## config.mk

```make
export PLATFORM = sky130hd
export DESIGN_NAME = bk_sd_ctrl
export DESIGN_NICKNAME = d
export VERILOG_FILES = /design/src/rtl/bk_sd_ctrl.sv
export SDC_FILE = /design/constraint.sdc
export NUM_CORES = 1
export LEC_CHECK = 0
export ABC_AREA = 1
export BUFFER_PORTS_ARGS = -buffer_cell sky130_fd_sc_hd__buf_2
export CAP_MARGIN = 10
export CORE_MARGIN = 4
export CORE_UTILIZATION = 30
export CTS_BUF_LIST = sky130_fd_sc_hd__clkbuf_4 sky130_fd_sc_hd__clkbuf_8
export DETAILED_ROUTE_END_ITERATION = 10
export HOLD_SLACK_MARGIN = 0.05
export MAX_ROUTING_LAYER = met4
export SLEW_MARGIN = 20
export SYNTH_ARGS = -nofsm -noshare
export SYNTH_HDL_FRONTEND = slang
export SYNTH_SLANG_ARGS = --single-unit
```

## constraint.sdc

```tcl
create_clock -name clk_sys -period 2.4 [get_ports clk_sys]
set_input_delay 0.72 -clock clk_sys [delete_from_list [all_inputs] [get_ports clk_sys]]
set_output_delay 0.72 -clock clk_sys [all_outputs]
set_load 0.005 [all_outputs]
```

## src/rtl/bk_sd_ctrl.sv

```systemverilog
// bk_sd_ctrl: backup-RAM load/save sequencer.
// Moves the BSRAM image to and from the mounted save file, one 512-byte sector
// at a time, over the hps_io SD sector handshake. It loads the image
// automatically after each ROM download, tracks unsaved core writes, and gives
// up with a sticky error if hps_io never acknowledges a request.
module bk_sd_ctrl #(
    parameter int unsigned TIMEOUT = 2000000,
    parameter int unsigned LBA_W   = 32
) (
    input  logic             clk_sys,
    input  logic             reset_n,
    input  logic             ioctl_download,
    input  logic             img_mounted,
    input  logic             img_readonly,
    input  logic [63:0]      img_size,
    input  logic [23:0]      ram_mask,
    input  logic             bk_load,
    input  logic             bk_save,
    input  logic             bsram_wr,
    input  logic             sd_ack,
    output logic [LBA_W-1:0] sd_lba,
    output logic             sd_rd,
    output logic             sd_wr,
    output logic             bk_loading,
    output logic             bk_busy,
    output logic             bk_ena,
    output logic             bk_dirty,
    output logic             bk_err
);

    localparam int unsigned CNT_W = $clog2(TIMEOUT + 1);

    typedef enum logic [1:0] {ST_IDLE, ST_REQ, ST_XFER, ST_DONE} state_t;

    state_t           state, state_nxt;
    logic [CNT_W-1:0] cnt, cnt_nxt;
    logic [LBA_W-1:0] lba_nxt;
    logic             rd_nxt, wr_nxt, loading_nxt, err_nxt;

    // Input levels from the previous cycle, plus the registered edge pulses.
    logic dl_q, load_q, save_q, ack_q;
    logic dl_rise, dl_fall, load_rise, save_rise, ack_rise, ack_fall;
    logic load_lvl, save_lvl;

    // Index of the last sector in the image. Bits below 512 bytes drop out,
    // so any mask under 512 gives a single sector.
    logic [LBA_W-1:0] last_lba;

    assign load_lvl = bk_load & bk_ena;
    assign save_lvl = bk_save & bk_ena;
    assign last_lba = LBA_W'(ram_mask >> 9);
    assign bk_busy  = (state != ST_IDLE);

    // Edge detectors. The edge pulse is registered, so an edge takes effect
    // one cycle after it appears on the input.
    always_ff @(posedge clk_sys or negedge reset_n) begin
        if (!reset_n) begin
            dl_q      <= 1'b0;
            load_q    <= 1'b0;
            save_q    <= 1'b0;
            ack_q     <= 1'b0;
            dl_rise   <= 1'b0;
            dl_fall   <= 1'b0;
            load_rise <= 1'b0;
            save_rise <= 1'b0;
            ack_rise  <= 1'b0;
            ack_fall  <= 1'b0;
        end else begin
            // NOTE: sequential state uses non-blocking assignments, so every
            // right-hand side here reads the value from before this clock edge.
            dl_q      <= ioctl_download;
            load_q    <= load_lvl;
            save_q    <= save_lvl;
            ack_q     <= sd_ack;
            dl_rise   <= ioctl_download & ~dl_q;
            dl_fall   <= ~ioctl_download & dl_q;
            load_rise <= load_lvl & ~load_q;
            save_rise <= save_lvl & ~save_q;
            ack_rise  <= sd_ack & ~ack_q;
            ack_fall  <= ~sd_ack & ack_q;
        end
    end

    // A save image is usable once a writable, non-empty file is mounted during
    // a download. Each new download forgets the previous image.
    always_ff @(posedge clk_sys or negedge reset_n) begin
        if (!reset_n) begin
            bk_ena <= 1'b0;
        end else if (dl_rise) begin
            bk_ena <= 1'b0;
        end else if (ioctl_download && img_mounted && (img_size != 64'd0) && !img_readonly) begin
            bk_ena <= 1'b1;
        end
    end

    // Unsaved-change flag. Writes during a load are the load itself, so they
    // are not counted. A completed transfer or a new download clears the flag.
    always_ff @(posedge clk_sys or negedge reset_n) begin
        if (!reset_n) begin
            bk_dirty <= 1'b0;
        end else if ((state == ST_DONE) || dl_rise) begin
            bk_dirty <= 1'b0;
        end else if (bsram_wr && !bk_loading) begin
            bk_dirty <= 1'b1;
        end
    end

    // Sequencer state and its registered outputs.
    always_ff @(posedge clk_sys or negedge reset_n) begin
        if (!reset_n) begin
            state      <= ST_IDLE;
            cnt        <= '0;
            sd_lba     <= '0;
            sd_rd      <= 1'b0;
            sd_wr      <= 1'b0;
            bk_loading <= 1'b0;
            bk_err     <= 1'b0;
        end else begin
            state      <= state_nxt;
            cnt        <= cnt_nxt;
            sd_lba     <= lba_nxt;
            sd_rd      <= rd_nxt;
            sd_wr      <= wr_nxt;
            bk_loading <= loading_nxt;
            bk_err     <= err_nxt;
        end
    end

    // Next state and outputs: start a transfer, issue a request per sector,
    // wait for the acknowledge, and abort on a timeout or a new download.
    always_comb begin
        // NOTE: every signal gets a default before the case statement, so no
        // path leaves a value unassigned and no latch is inferred.
        state_nxt   = state;
        cnt_nxt     = cnt;
        lba_nxt     = sd_lba;
        rd_nxt      = sd_rd;
        wr_nxt      = sd_wr;
        loading_nxt = bk_loading;
        err_nxt     = bk_err;

        if (dl_rise && (state != ST_IDLE)) begin
            // A new download invalidates the image; stop quietly.
            state_nxt   = ST_IDLE;
            rd_nxt      = 1'b0;
            wr_nxt      = 1'b0;
            loading_nxt = 1'b0;
        end else begin
            case (state)
                ST_IDLE: begin
                    if (load_rise || (dl_fall && bk_ena)) begin
                        state_nxt   = ST_REQ;
                        cnt_nxt     = '0;
                        lba_nxt     = '0;
                        err_nxt     = 1'b0;
                        loading_nxt = 1'b1;
                        rd_nxt      = 1'b1;
                    end else if (save_rise) begin
                        state_nxt   = ST_REQ;
                        cnt_nxt     = '0;
                        lba_nxt     = '0;
                        err_nxt     = 1'b0;
                        loading_nxt = 1'b0;
                        wr_nxt      = 1'b1;
                    end
                end
                ST_REQ: begin
                    if (ack_rise) begin
                        state_nxt = ST_XFER;
                        rd_nxt    = 1'b0;
                        wr_nxt    = 1'b0;
                    end else if (cnt >= CNT_W'(TIMEOUT - 1)) begin
                        state_nxt   = ST_IDLE;
                        rd_nxt      = 1'b0;
                        wr_nxt      = 1'b0;
                        loading_nxt = 1'b0;
                        err_nxt     = 1'b1;
                    end else begin
                        cnt_nxt = cnt + CNT_W'(1);
                    end
                end
                ST_XFER: begin
                    if (ack_fall) begin
                        if (sd_lba >= last_lba) begin
                            state_nxt = ST_DONE;
                        end else begin
                            state_nxt = ST_REQ;
                            lba_nxt   = sd_lba + LBA_W'(1);
                            rd_nxt    = bk_loading;
                            wr_nxt    = ~bk_loading;
                            cnt_nxt   = '0;
                        end
                    end
                end
                ST_DONE: begin
                    state_nxt   = ST_IDLE;
                    loading_nxt = 1'b0;
                end
                default: state_nxt = ST_IDLE;
            endcase
        end
    end

endmodule

```

# == Yosys cells after proc, flatten, opt, wreduce, memory -nomap -nowiden ==
# Index checks and enable logic that the tools add are counted.
# word_totals
in_bits,97
wordCells,130
output_inout_bits,39
register_bits,71
# classes
mux,46
order_cmp,2
n_bitwise,16
eq_ne,18
n_addsub,2
n_reduce_logical,27
# ops
op,count
2-to-1 mux 32 bit,4
2-to-1 mux 21 bit,6
case mux 32 bit (2 select lines),1
nonzero test 64 bit,1
case mux 21 bit (3 select lines),1
"adder 32 x 1 -> 32 bit, second input constant",1
>= comparator 32 x 15 -> 1 bit,1
"!= test 3 bit, second input constant",8
2-to-1 mux 1 bit,22
"adder 21 x 1 -> 21 bit, second input constant",1
">= comparator 21 bit, second input constant",1
AND reduction 5 bit,3
2-to-1 mux 2 bit,7
"!= test 2 bit, second input constant",5
nonzero test 2 bit,5
case mux 1 bit (3 select lines),3
bitwise AND 1 bit,8
"!= test 4 bit, second input constant",2
NOT 1 bit,8
case mux 2 bit (4 select lines),1
nonzero test 4 bit,2
AND reduction 7 bit,1
logical AND 1 bit,6
AND reduction 6 bit,1
9 further kinds,12

# == Depth between registers and ports, before layout ==
# logic_depth
ltp_word,5
depth_mapped,17
mapped_depth_nobuf,17

# == Least setup slack after synthesis ==
# OpenSTA, ideal clock, no wires.
# synth_path
path_kind,input to register
startpoint,input port ram_mask[22]
endpoint,register sd_lba[17]
setup_slack_ns,0.204
setup_ns,0.112
n_path_buf,2
t_required_ns,2.288
arrival_ns,2.084
path_stages,14
path_cell_list,inv_1 > ha_1 > nand2_1 > inv_1 > o21ai_0 > nand3_1 > nor2_1 > nand3_1 > nand2_2 > nand3_2 > buf_4 > buf_6 > nand2_1 > inv_2
# synth_via
elab_chain_len,3
# synth_rtl
element,line,rtl
start: declaration,16,"input logic [23:0] ram_mask,"
>= comparator 32 x 15 -> 1 bit,184,if (sd_lba >= last_lba) begin
!= test 2 bit (no source line),-,
AND reduction 5 bit (no source line),-,
end signal: assignment,121,sd_lba <= lba_nxt;
end: declaration,21,"output logic [LBA_W-1:0] sd_lba,"
# Every way passes these cells.
# A chain may end at the register's enable or synchronous reset.

# == Worst setup path in the final report ==
# layout_path
startpoint,input port ram_mask[22]
endpoint,register sd_lba[6]
# The elaborated chain is that of the path after synthesis.

==> out/results.md <==
| Metric | Reported |
| --- | --- |
| Cell Rows | 45 |
| Gr ovfl total | 0 |
| Average cell area after synthesis | 7.727 um^2 |
| TNS Setup | 0 ns |
| Root buf cell | clkbuf_8 |
| Start point of the critical path | ram_mask[22] |
| Post-route minimum period | 2.224 ns |
| Layout filler cell count | 1636 |
| DP Wirelength | 8.653 mm |
| Vert. Die Dim | 132.6 um |
| Area occupied by multi-input gates | 0.002459 mm^2 |
| Final hold slack | 0.2190 ns |
| Internal power | 2.255 mW |
| Share of Yosys cell area claimed by the top area cell type | 0.3813 |
| Fraction of the cycle the final worst path needs | 0.9268 |
| Data arrival time at the worst-slack endpoint | 2.47 ns |
| Class of the most critical hold timing path | in2async |
| Antenna cell count | 0 |
| Primary flip-flop cell chosen by synthesis mapping | dfrtp_1 |
| Register area | 0.001777 mm^2 |
| Most repeated cell in the gate-level netlist after synthesis | nand2_1 |
| Weighted congestion reported at the end of routability-driven placement | 0.9011 |
| Largest net degree at the start of global routing | 56 |
| Reported net switching power | 1.449 mW |
| Synth area leaders | dfrtp_1, nand2_1, nor2_1 |
| Global-route wire length before repair | 18.95 mm |
| Average wire per cell in the routed design | 11.78 um |
| IR Drop Worst-Case VDD | 401.4 uV |
| Via count | 4284 |
| Routed Antenna Nets | 0 |
| Number of remaining DRC errors | 0 |
| Detailed Routing Iterations Pass 1 | 5 |
| Cell area after placement | 0.005570 mm^2 |
| Clk slew on worst S/H paths | 0.09 ns |
| Die width | 132.6 um |
| End-of-flow core utilization | 0.3806 |
| Transition time at the pin with the least slew margin | 0.4834 ns |
| CTS H-tree depth | 3 |
| Count of non-filler cells in the finished layout | 933 |
| Layout overhead on the synthesized area | 24.17% |
| Number of buffers inserted during clock tree synthesis | 9 |
| Biggest area consumer among synthesized cells | dfrtp_1 |
| Fraction of synthesis flops using an asynchronous set or reset pin | 1.000 |
| Placed cells | 917 |
| Unrepaired setup endpoints after global routing | no |
| Number of antenna violations at the first check in global routing | 0 |
| Status | finished, final reports clean |
| Power density over the cells | 640.2 mW/mm^2 |
| Number of global-route vias before repair | 4069 |
| Max-Cap Viols | 0 |
| Clock network latency to the later pin of the worst-skew pair | 0.36 ns |
| Floorplan core area | 0.01520 mm^2 |
| Proportion of power drawn by combinational gates | 0.355 |
| Post-layout instance area | 0.005786 mm^2 |
| Final setup fails | 0 |
| Path depth of the worst reg2reg path | 12 |
| Kind of critical path | in2reg |
| Vias per Instance | 4.592 |
| Proportion of synthesized chip area in sequential cells | 0.3813 |
| Hold Vio Cnt, Final | 0 |
| Launching element type of the critical path | input pin |
| Initial Util | 0.3065 |
| Number of clock sinks seen by CTS | 71 |
| Max clock buf depth | 2 |
| Part of the power in registers | 0.366 |
| Static leakage | 2.971 nW |
| Highest Clock Rate | 449.6 MHz |
| Top fanout value on the critical path | 38 |
| Register-to-register setup slack | 0.24 ns |
| Clock tree from TritonCTS | done |
| I/O pin count | 136 |
| Global-route total usage across every layer | 0.1336 |
| Final slew viol count | 0 |
| Final Skew | 0.01622 ns |
| Total die area | 0.01759 mm^2 |
| Total Wirelength | 11.00 mm |
| Fraction of layout cells with a size suffix above 1 | 0.3557 |
| WP data required | 2.64 ns |
| Delay of the slowest critical-path stage | 0.30 ns |
| Cell family with the largest share of critical-path delay | simple AND/OR/NAND/NOR gates |
| Master of the slowest instance on the critical path | ha_1 |
| Critical path depth | 14 |
| Place WS | -0.2164 ns |
| Synthesized cell area | 0.004659 mm^2 |
| Count of routing violations after the opening detailed-route iteration | 192 |
| Final layout net count | 854 |
| Total of flip-flops plus latches after synthesis | 71 |
| CP endpoint kind | register |
| Start of the worst register-to-register path | sd_lba[13]$_DFFE_PN0P_ |
| YS warnings | 0 |
| Power share of the clock group | 0.279 |
| Port buffer count | 126 |
| Post-synth EDFFs | 0 |
| Max transition margin | 0.6752 |
| Ranking of synthesized cells by instance count | nand2_1, dfrtp_1, nor2_1 |
| Cell variety after synth | 40 |
| WP buf/inv | 4 |
| Switching portion of total power | 0.3912 |
| Post-layout worst setup margin | 0.1756 ns |
| Number of buffers inserted by hold repair at cts | 0 |
| Total power draw | 3.704 mW |
| Synthesized instance count | 603 |
| Total nets after synthesis | 717 |
| Cells traversed along the worst timing path | buf_2 -> inv_1 -> ha_1 -> nand2_1 -> inv_1 -> o21ai_0 -> nand3_1 -> nor2_1 -> nand3_2 -> nand2_2 -> nand3_2 -> buf_12 -> nand2_1 -> o21ai_1 |
power groups by stage:
stage / registers, mW / logic (mW) / clock network, mW
after floorplan: 1.37 / 0.947 / 0
final: 1.36 / 1.32 / 1.03
after global placement: 1.38 / 1.33 / 0
after CTS: 1.36 / 1.34 / 1.07
after global routing: 1.37 / 1.46 / 1.13
after detailed placement: 1.38 / 1.34 / 0
repair_timing:
item / in CTS / in global routing
buffers inserted: 0 / 0
resized for setup: 0 / 1
setup endpoints to repair: 0 / 1
logic make-up after synthesis:
kind of cell             Yosys count  synth area share
AO/OA/AOI/OAI                     59           0.08351
adder cells (fa/ha/maj)           17           0.04565
XOR/XNOR                          20           0.03759
buffers and inverters             95           0.09210
AND/OR/NAND/NOR                  341            0.3598
flip-flops                        71            0.3813
layer usage:
metal	vias up	routed length (um)	track usage
met2	126	4983	0.2104
met5	-	0	-
met4	0	167	0.04446
met1	1914	5176	0.1717
met3	11	668	0.02814
li1	2233	-	-
flip-flops by register name (all words and copies together), names as in the netlist:
name	flops
sd_lba	32
cnt	21
state	2
ack_fall	1
ack_q	1
ack_rise	1
bk_dirty	1
bk_ena	1
bk_err	1
bk_loading	1
dl_fall	1
dl_q	1
dl_rise	1
load_q	1
load_rise	1
save_q	1
save_rise	1
sd_rd	1
sd_wr	1
layout by cell type (no fill, tap or decap), types with 13 or more instances in the layout:
master and instances:
buf_2 125, nand2_1 123, dfrtp_1 71, nor2_1 65, inv_1 56, nand3_1 43, nand2_2 23, inv_2 21
o21ai_2 21, xor2_1 19, nor4_1 18, nand4_1 17, o21ai_1 17, or2_2 17, ha_1 17, buf_4 13
path summary, 6_finish.rpt:
check / to
worst max-delay path: sd_lba[6]$_DFFE_PN0P_
worst min-delay path: sd_lba[9]$_DFFE_PN0P_
worst max register to register: sd_lba[6]$_DFFE_PN0P_
worst min register to register: save_rise$_DFF_PN0_
max in group asynchronous: cnt[2]$_DFFE_PN0P_
min in group clk_sys: save_rise$_DFF_PN0_
area by class of cell:
cell class | count | share of cell area
clock inverters | 7 | 0.01492
repair buffers | 142 | 0.1388
well taps | 188 | 0.04066
clock buffers | 9 | 0.02141
inverters | 79 | 0.05212
flip-flops and latches | 71 | 0.3071
multi-input cells | 437 | 0.4250
(Power assumes the default switching activity.)
